File: src/rtl/hero_pkg.sv
// Shared game constants, bomb count encodings, bomb FSM states.
// Also a clamp helper used for placing sprites on screen.
package hero_pkg;

  localparam int X_PIXELS  = 635;
  localparam int Y_PIXELS  = 475;
  localparam int BOMB_SIZE = 10;

  localparam logic [3:0] B_NONE  = 4'd0;
  localparam logic [3:0] B_FUSE1 = 4'd1;
  localparam logic [3:0] B_FUSE2 = 4'd2;
  localparam logic [3:0] B_BLAST = 4'd3;

  typedef enum logic [1:0] {
    IDLE,
    FUSE,
    BLAST
  } bomb_state_t;

  function automatic logic [9:0] clamp10(
    input logic [10:0] v,
    input int          lo,
    input int          hi
  );
    if (v < 11'(lo))
      return 10'(lo);
    else if (v > 11'(hi))
      return 10'(hi);
    else
      return v[9:0];
  endfunction

endpackage

File: src/rtl/key_sync_edge.sv
// Key synchronizer: 2 flops into clk domain, then rising-edge pulse.
// Ports: clk, rst_n, key (async raw), press (1-cycle pulse per rise).
module key_sync_edge (
  input  logic clk,
  input  logic rst_n,
  input  logic key,
  output logic press
);

  logic s1;
  logic s2;
  logic s3;

  always_ff @(posedge clk or negedge rst_n) begin
    if (!rst_n) begin
      s1 <= 1'b0;
      s2 <= 1'b0;
      s3 <= 1'b0;
    end else begin
      s1 <= key;
      s2 <= s1;
      s3 <= s2;
    end
  end

  assign press = s2 & ~s3;

endmodule

File: src/rtl/bomb_ctrl.sv
// Bomb drop, fuse countdown, blast hold and per-level bomb stock.
// Ports: clk, rst_n, enable, level_start, f_key, char_pos_x/y in;
//        bomb_pos_x/y, b_cnt, blast, bombs_left out (all registered).
module bomb_ctrl
  import hero_pkg::*;
#(
  parameter int TICK_CYCLES     = 12500000,
  parameter int BLAST_CYCLES    = 6250000,
  parameter int BOMBS_PER_LEVEL = 6,
  parameter int FOOT_OFFSET     = 18
) (
  input  logic       clk,
  input  logic       rst_n,
  input  logic       enable,
  input  logic       level_start,
  input  logic       f_key,
  input  logic [9:0] char_pos_x,
  input  logic [9:0] char_pos_y,
  output logic [9:0] bomb_pos_x,
  output logic [9:0] bomb_pos_y,
  output logic [3:0] b_cnt,
  output logic       blast,
  output logic [2:0] bombs_left
);

  localparam int CMAX = (TICK_CYCLES > BLAST_CYCLES)
                      ? TICK_CYCLES : BLAST_CYCLES;
  localparam int CW   = (CMAX > 1) ? $clog2(CMAX) : 1;

  localparam logic [CW-1:0] TICK_END  = CW'(TICK_CYCLES - 1);
  localparam logic [CW-1:0] BLAST_END = CW'(BLAST_CYCLES - 1);
  localparam logic [2:0]    STOCK     = 3'(BOMBS_PER_LEVEL);

  bomb_state_t   state;
  logic [CW-1:0] cnt;
  logic          press;
  logic [10:0]   foot_y;

  key_sync_edge u_fkey (
    .clk   (clk),
    .rst_n (rst_n),
    .key   (f_key),
    .press (press)
  );

  // 11-bit sum so a hero near the bottom cannot wrap to the top
  assign foot_y = {1'b0, char_pos_y} + 11'(FOOT_OFFSET);

  always_ff @(posedge clk or negedge rst_n) begin
    if (!rst_n) begin
      state      <= IDLE;
      cnt        <= '0;
      bomb_pos_x <= '0;
      bomb_pos_y <= '0;
      b_cnt      <= B_NONE;
      blast      <= 1'b0;
      bombs_left <= STOCK;
    end else begin
      blast <= 1'b0;
      if (level_start) begin
        bombs_left <= STOCK;
        state      <= IDLE;
        b_cnt      <= B_NONE;
        cnt        <= '0;
      end else if (!enable) begin
        state <= IDLE;
        b_cnt <= B_NONE;
        cnt   <= '0;
      end else begin
        unique case (state)
          IDLE: begin
            b_cnt <= B_NONE;
            if (press && bombs_left != 3'd0) begin
              bomb_pos_x <= clamp10({1'b0, char_pos_x},
                                    BOMB_SIZE,
                                    X_PIXELS - BOMB_SIZE);
              bomb_pos_y <= clamp10(foot_y,
                                    BOMB_SIZE,
                                    Y_PIXELS - BOMB_SIZE);
              bombs_left <= bombs_left - 3'd1;
              b_cnt      <= B_FUSE1;
              cnt        <= '0;
              state      <= FUSE;
            end
          end
          FUSE: begin
            if (cnt == TICK_END) begin
              cnt <= '0;
              if (b_cnt == B_FUSE1) begin
                b_cnt <= B_FUSE2;
              end else begin
                b_cnt <= B_BLAST;
                blast <= 1'b1;
                state <= BLAST;
              end
            end else begin
              cnt <= cnt + 1'b1;
            end
          end
          BLAST: begin
            if (cnt == BLAST_END) begin
              cnt   <= '0;
              b_cnt <= B_NONE;
              state <= IDLE;
            end else begin
              cnt <= cnt + 1'b1;
            end
          end
          default: begin
            state <= IDLE;
            b_cnt <= B_NONE;
            cnt   <= '0;
          end
        endcase
      end
    end
  end

endmodule
File: config.mk
export PLATFORM = sky130hd
export DESIGN_NAME = bomb_ctrl
export DESIGN_NICKNAME = d
export VERILOG_FILES = /design/src/rtl/hero_pkg.sv /design/src/rtl/key_sync_edge.sv /design/src/rtl/bomb_ctrl.sv
export SDC_FILE = /design/constraint.sdc
export NUM_CORES = 1
export LEC_CHECK = 0
export CORE_MARGIN = 2
export CORE_UTILIZATION = 55
export CTS_CLUSTER_SIZE = 25
export DETAILED_ROUTE_END_ITERATION = 6
export PLACE_DENSITY = 0.94
export SYNTH_ARGS = -nofsm -noshare
export SYNTH_HDL_FRONTEND = slang
export SYNTH_HIERARCHICAL = 1
export SYNTH_SLANG_ARGS = --single-unit
File: constraint.sdc
create_clock -name clk -period 3.7 [get_ports clk]
set_clock_uncertainty 0.1 [all_clocks]
set_input_delay 0.37 -clock clk [delete_from_list [all_inputs] [get_ports clk]]
set_output_delay 0.37 -clock clk [all_outputs]
set_load 0.05 [all_outputs]
# Word-level counts from Yosys, hierarchy flattened
# Index checks and enable logic that the tools add are counted.
[classes]
addsub = 3
n_lt_le_gt_ge = 4
n_eq_ne = 9
bitwise = 3
reduce_logical = 10
n_mux = 33
[op_table]
columns = ["operator", "count"]
rows = [
  ["two-way mux 24 bit", 5],
  ["case mux 24 bit (3 select lines)", 1],
  ["two-way mux 10 bit", 4],
  ["adder 24 x 1 -> 24 bit, second input constant", 1],
  ["equality test 24 x 23 -> 1 bit, second input constant", 1],
  ["equality test 24 bit, second input constant", 1],
  ["two-way mux 4 bit", 4],
  ["inequality test 4 bit, second input constant", 4],
  ["two-way mux 2 bit", 6],
  ["two-way mux 3 bit", 4],
  ["case mux 4 bit (3 select lines)", 1],
  ["adder 10 x 5 -> 11 bit, second input constant", 1],
  ["> comparator 11 x 9 -> 1 bit, second input constant", 1],
  ["< comparator 11 x 4 -> 1 bit, second input constant", 1],
  ["> comparator 10 bit, second input constant", 1],
  ["< comparator 10 x 4 -> 1 bit, second input constant", 1],
  ["AND reduction 4 bit", 2],
  ["two-way mux 1 bit", 7],
  ["case mux 2 bit (3 select lines)", 1],
  ["nonzero test 2 bit", 3],
  ["equality test 4 x 1 -> 1 bit, second input constant", 1],
  ["AND reduction 3 bit", 1],
  ["nonzero test 3 bit", 1],
  ["subtractor 3 x 1 -> 3 bit, second input constant", 1],
  ["other kinds (7)", 8],
]
[totals]
inputBits = 25
output_inout_bits = 28
regBits = 57

# Depth between registers and ports, before layout
[depth]
ltp_word = 7
depth_mapped = 11
depth_no_buf = 9

# By module
# The synthesis kept the hierarchy.
[by_module_without_submodules]
columns = ["mod", "cells_each", "instances", "area_per_inst_um2", "seq_area_each_um2"]
rows = [
  ["bomb_ctrl", 361, 1, 3159.3, 1303.8],
  ["key_sync_edge", 4, 1, 88.8, 75.1],
]

# Worst setup path after synthesis
# Ideal clock, no wire load.
[synth_timing]
path_kind = "flip-flop to flip-flop"
startpoint = "register bombs_left[0]"
endpoint = "register bomb_pos_y[0]"
setup_slack_ns = 1.257
setup_time_ns = 0.069
arrival_time_ns = 2.273
path_buffers = 1
required_ns = 3.531
synth_period_minus_slack_ns = 2.443
path_stages_with_launch = 10
cell_sequence = "dfrtp_1 inv_1 ha_1 ha_1 nand2b_1 or2_2 nor2_1 clkbuf_1 nand3_1 nand3_1"
[synth_between]
elab_chain_len = 3
[synth_rtl]
columns = ["element", "line", "source"]
rows = [
  ["start: declaration", "bomb_ctrl.sv:23", "output logic [2:0] bombs_left"],
  ["start signal: assignment", "bomb_ctrl.sv:80", "bombs_left <= bombs_left - 3'd1;"],
  ["nonzero test 3 bit", "bomb_ctrl.sv:73", "if (press && bombs_left != 3'd0) begin"],
  ["logical AND 1 bit", "bomb_ctrl.sv:73", ""],
  ["AND reduction 4 bit (no line)", "n/a", ""],
  ["end signal: assignment", "bomb_ctrl.sv:77", "bomb_pos_y <= clamp10(foot_y,"],
  ["end: declaration", "bomb_ctrl.sv:20", "output logic [9:0] bomb_pos_y,"],
]
# Every way passes these cells.
# A chain may end at the register's enable or synchronous reset.

# Final worst setup path
[layout_timing]
startpoint = "input char_pos_y[1]"
endpoint = "register bomb_pos_y[5]"
[layout_between]
elab_chain_len = 4
elab_cells_between_ends = 5
cone_classes = "add/sub (1); order compare (2); mux (2)"
[layout_rtl]
columns = ["element", "line", "source"]
rows = [
  ["start: declaration", "bomb_ctrl.sv:18", "input logic [9:0] char_pos_y,"],
  ["adder 10 x 5 -> 11 bit *", "bomb_ctrl.sv:47", "assign foot_y = {1'b0, char_pos_y} + 11'(FOOT_OFFSET);"],
  ["> comparator 11 x 9 -> 1 bit", "hero_pkg.sv:27", "else if (v > 11'(hi))"],
  ["two-way mux 10 bit", "hero_pkg.sv:27", ""],
  ["two-way mux 10 bit *", "hero_pkg.sv:25", "if (v < 11'(lo))"],
]
# Mark *: on every way between the ends. The rest lies on a longest branch, timed or not.

==> out/results.tsv <==
stage	metric	value	unit
worst_setup_path	CP bufs+invs	1	
power_and_ir_drop	Clock power frac	26.1	%
worst_setup_path	kind of critical path	in -> reg	
timing	fin crit share	74.04	%
timing	Final Max Slew Viols	0	
cells_and_area	Fillers	463	
hold_path	Worst Hold Path EP	u_fkey/s2	
floorplan	die height	80.85	um
cells_and_area	fin nets	442	
clocking	Num CTS Buffers	5	
global_route	grt ovf	0	
synth	Cell variety after synth	57	
floorplan	area of the die	6537	um2
worst_setup_path	worst-path fanout max	8	
worst_setup_path	Reg-to-Reg End	cnt[20]	
power_and_ir_drop	cell-internal power	1.004	mW
hold_path	Min-Delay Path Depth	0	
placement	buffers added on ports	50	
routing	Pre-antenna DRT Iters	4	
routing	via count	2954	
synth	largest area contributor in the netlist	dfrtp_1	
power_and_ir_drop	Peak VDD IR	306.5	uV
routing	detailed-route wire length	7.443	mm
clocking	Root Buffer	clkbuf_8	
placement	GPL Wtd Cong	0.8793	
worst_setup_path	Setup crit start kind	input pin	
clocking	H-tree depth	2	
placement	pre-CTS setup slack	656.0	ps
timing	final worst path period need	2740	ps
floorplan	row cnt	27	
synth	top_reg_cell synth	dfrtp_1	
clocking	Post-CTS Setup Inserts	0	
global_route	first-pass GRT wire length	12.94	mm
hold_path	hold path start	u_fkey/s1	
cells_and_area	Antenna Cells	0	
placement	hpwl dp	5.264	mm
worst_setup_path	Slowest-stage cell, CP	clkdlybuf4s50_1	
floorplan	I/O Pins	53	
timing	FMAX	0.3650	GHz
timing	actual slew at the worst max-slew pin	702.6	ps
routing	Avg WL per Cell	15.47	um
power_and_ir_drop	sw power	0.5214	mW
synth	synth top area cells	dfrtp_1 41%, nand2_1 6.2%, nand3_1 4.0%, nor2_1 3.7%, ha_1 3.5%	
synth	most numerous cell in the Yosys netlist	nand2_1	
synth	Async S/R FF share, synth	100.0	%
synth	Post-synth EDFFs	0	
clocking	Skew-Pair Late Insertion Delay	310	ps
synth	YS warnings	6	
outcome	status	finished, final reports clean	
worst_setup_path	crit-path max cell delay	630	ps
worst_setup_path	Reg2Reg Depth	11	
global_route	GRT Resource Usage Total	24.89	%
power_and_ir_drop	Gate power share	29.1	%
timing	final worst slack	960.4	ps
worst_setup_path	Worst R2R Setup Slack	1160	ps
clocking	Post-CTS Resized	0	
routing	DR iter-0 viols	299	
cells_and_area	layout cells sized above 1	7.335	%
worst_setup_path	top cell family by delay on the critical path	simple AND/OR/NAND/NOR gates	
routing	Final ANT Viol Nets	0	
power_and_ir_drop	leakage power	1.688	nW
synth	Cells after Synth	365	
clocking	Longest Clk Path Bufs	2	
synth	Syn Area/Cell	8.899	um2
worst_setup_path	Critical Path AT	2890	ps
synth	Syn Std Cell Area	3248	um2
clocking	Worst-path clk slew	90	ps
floorplan	Initial Util	57.92	%
floorplan	Die X	80.85	um
global_route	vias in the first global route	2881	
worst_setup_path	start of the worst register-to-register path	bombs_left[1]	
global_route	antenna violations before repair	0	
clocking	TritonCTS clock tree	yes	
timing	Setup Viol. Count Final	0	
worst_setup_path	crit end category	flip-flop	
timing	Hold Vio Cnt, Final	0	
synth	Post-synth top cells	54 x nand2_1, 53 x dfrtp_1, 32 x nor2_1	
global_route	largest net degree at the start of global routing	30	
cells_and_area	area grow syn2layout	19.41	%
synth	Seq/Total Area, Yosys	42.45	%
timing	Max-slew headroom	53.04	%
synth	Yosys top cell area share	40.83	%
worst_setup_path	CP cell instances	clkdlybuf4s50_1 -> ha_1 -> a21oi_4 -> nor3_1 -> xor2_1 -> or4_4 -> a211oi_2 -> a21o_1	
floorplan	Core Area	5608	um2
power_and_ir_drop	pwr dens	393.4	nW/um2
timing	RSZ-0062 raised after global routing	false	
worst_setup_path	critical path required time	3850	ps
synth	FF+latch count, synth	55	
hold_path	min-delay worst type	reg -> reg	
power_and_ir_drop	sw frac	34.17	%
run	max-cap check violation count	0	
routing	vias per inst	6.141	
clocking	CTS Sinks	55	
routing	DRC	0	
power_and_ir_drop	Reg power frac	44.8	%
timing	total negative slack	0	ps
==> cell usage in the layout (no fill, tap or decap), types with 8 or more instances in the layout <==
| master | synthesis | final |
|---|---|---|
| nor2_1 | 32 | 32 |
| nand2_1 | 54 | 54 |
| nand3_1 | 26 | 26 |
| o21ai_0 | 18 | 18 |
| dfrtp_1 | 53 | 53 |
| and3_1 | 11 | 11 |
| a31oi_1 | 15 | 15 |
| ha_1 | 9 | 9 |
| a21o_1 | 8 | 8 |
| inv_1 | 8 | 8 |
| clkdlybuf4s50_1 | 0 | 49 |
| a21oi_1 | 18 | 18 |
==> worst max path at each step <==
stage,from,to,slack (ps),depth (start not counted)
after floorplan,bombs_left[0],bomb_pos_y[0],1260,9
after global routing,char_pos_y[1],bomb_pos_y[1],770,8
after CTS,char_pos_y[1],bomb_pos_y[5],990,8
after global placement,char_pos_y[1],bomb_pos_y[1],790,8
after detailed placement,char_pos_y[1],bomb_pos_y[1],660,8
final,char_pos_y[1],bomb_pos_y[5],960,8
==> state kept, by name, summed over array words and instances, names as in the netlist, 2 cells and up <==
name and cells:
bomb_pos_x 10, cnt 24, bombs_left 3, b_cnt 2, state 2, bomb_pos_y 10
==> cell families (layout without fill, tap and decap cells) <==
kind of cell / count (synthesis) / in the layout / share of synthesized area [%]
AND/OR/NAND/NOR: 170 / 170 / 27.16
multiplexers: 2 / 2 / 0.6164
XOR/XNOR: 6 / 6 / 1.618
buffers and inverters: 28 / 71 / 4.430
flip-flops: 55 / 55 / 42.45
adder cells (fa/ha/maj): 9 / 9 / 3.467
AO/OA/AOI/OAI: 94 / 94 / 20.15
other: 1 / 2 / 0.1155
==> per-stage QoR <==
stage	hold slack [ps]	std cells	utilization [%]	cell area (um2)	power, mW
after floorplan	-25.59	366	-	3252	0.9692
after global placement	235.0	472	67.02	3759	1.129
after detailed placement	246.6	472	67.02	3759	1.138
after CTS	268.8	481	69.17	3879	1.534
after global routing	286.0	481	69.17	3879	1.595
final	262.6	481	69.17	3879	1.526
==> per-layer routing <==
metal,part of all wire (%),vias to the layer above,wire (um),global-route usage (%)
met5,0,-,0,0
met4,1.1,0,85,6.949
met3,5.7,12,426,4.333
met2,49,124,3667,42.40
met1,44,1407,3263,32.78
li1,-,1411,-,-
==> layout make-up <==
type / instances / area (um2) / share of cell area, %
repair buffers: 55 / 535.5 / 13.81
clock inverters: 2 / 37.54 / 0.9677
well taps: 72 / 90.09 / 2.323
inverters: 8 / 30.03 / 0.7742
multi-input cells: 283 / 1734 / 44.71
flip-flops and latches: 55 / 1379 / 35.55
clock buffers: 6 / 72.57 / 1.871
==> power groups by stage <==
| stage | Clock [mW] | Sequential (mW) | Combinational [mW] |
|---|---|---|---|
| finish | 0.398 | 0.684 | 0.444 |
| global route | 0.433 | 0.689 | 0.473 |
| CTS | 0.403 | 0.684 | 0.446 |
| detailed placement | 0 | 0.693 | 0.445 |
| global placement | 0 | 0.694 | 0.435 |
| floorplan | 0 | 0.858 | 0.112 |
==> worst reg2reg max path, delay by kind of cell, from the launching register on <==
| family | cells | cell delay (ps) |
|---|---|---|
| buffers and inverters | 3 | 560 |
| and+or+nand+nor | 3 | 350 |
| adders and majority gates | 2 | 340 |
| AOI/OAI and AO/OA | 3 | 570 |
| DFF | 1 | 550 |
==> what timing repair did <==
| action | in CTS | in global routing |
|---|---|---|
| setup endpoints to repair | 0 | 0 |
| hold endpoints to repair | 24 | 0 |
| hold buffers | 1 | 0 |
Note: power is estimated with default switching activity, not from simulation.
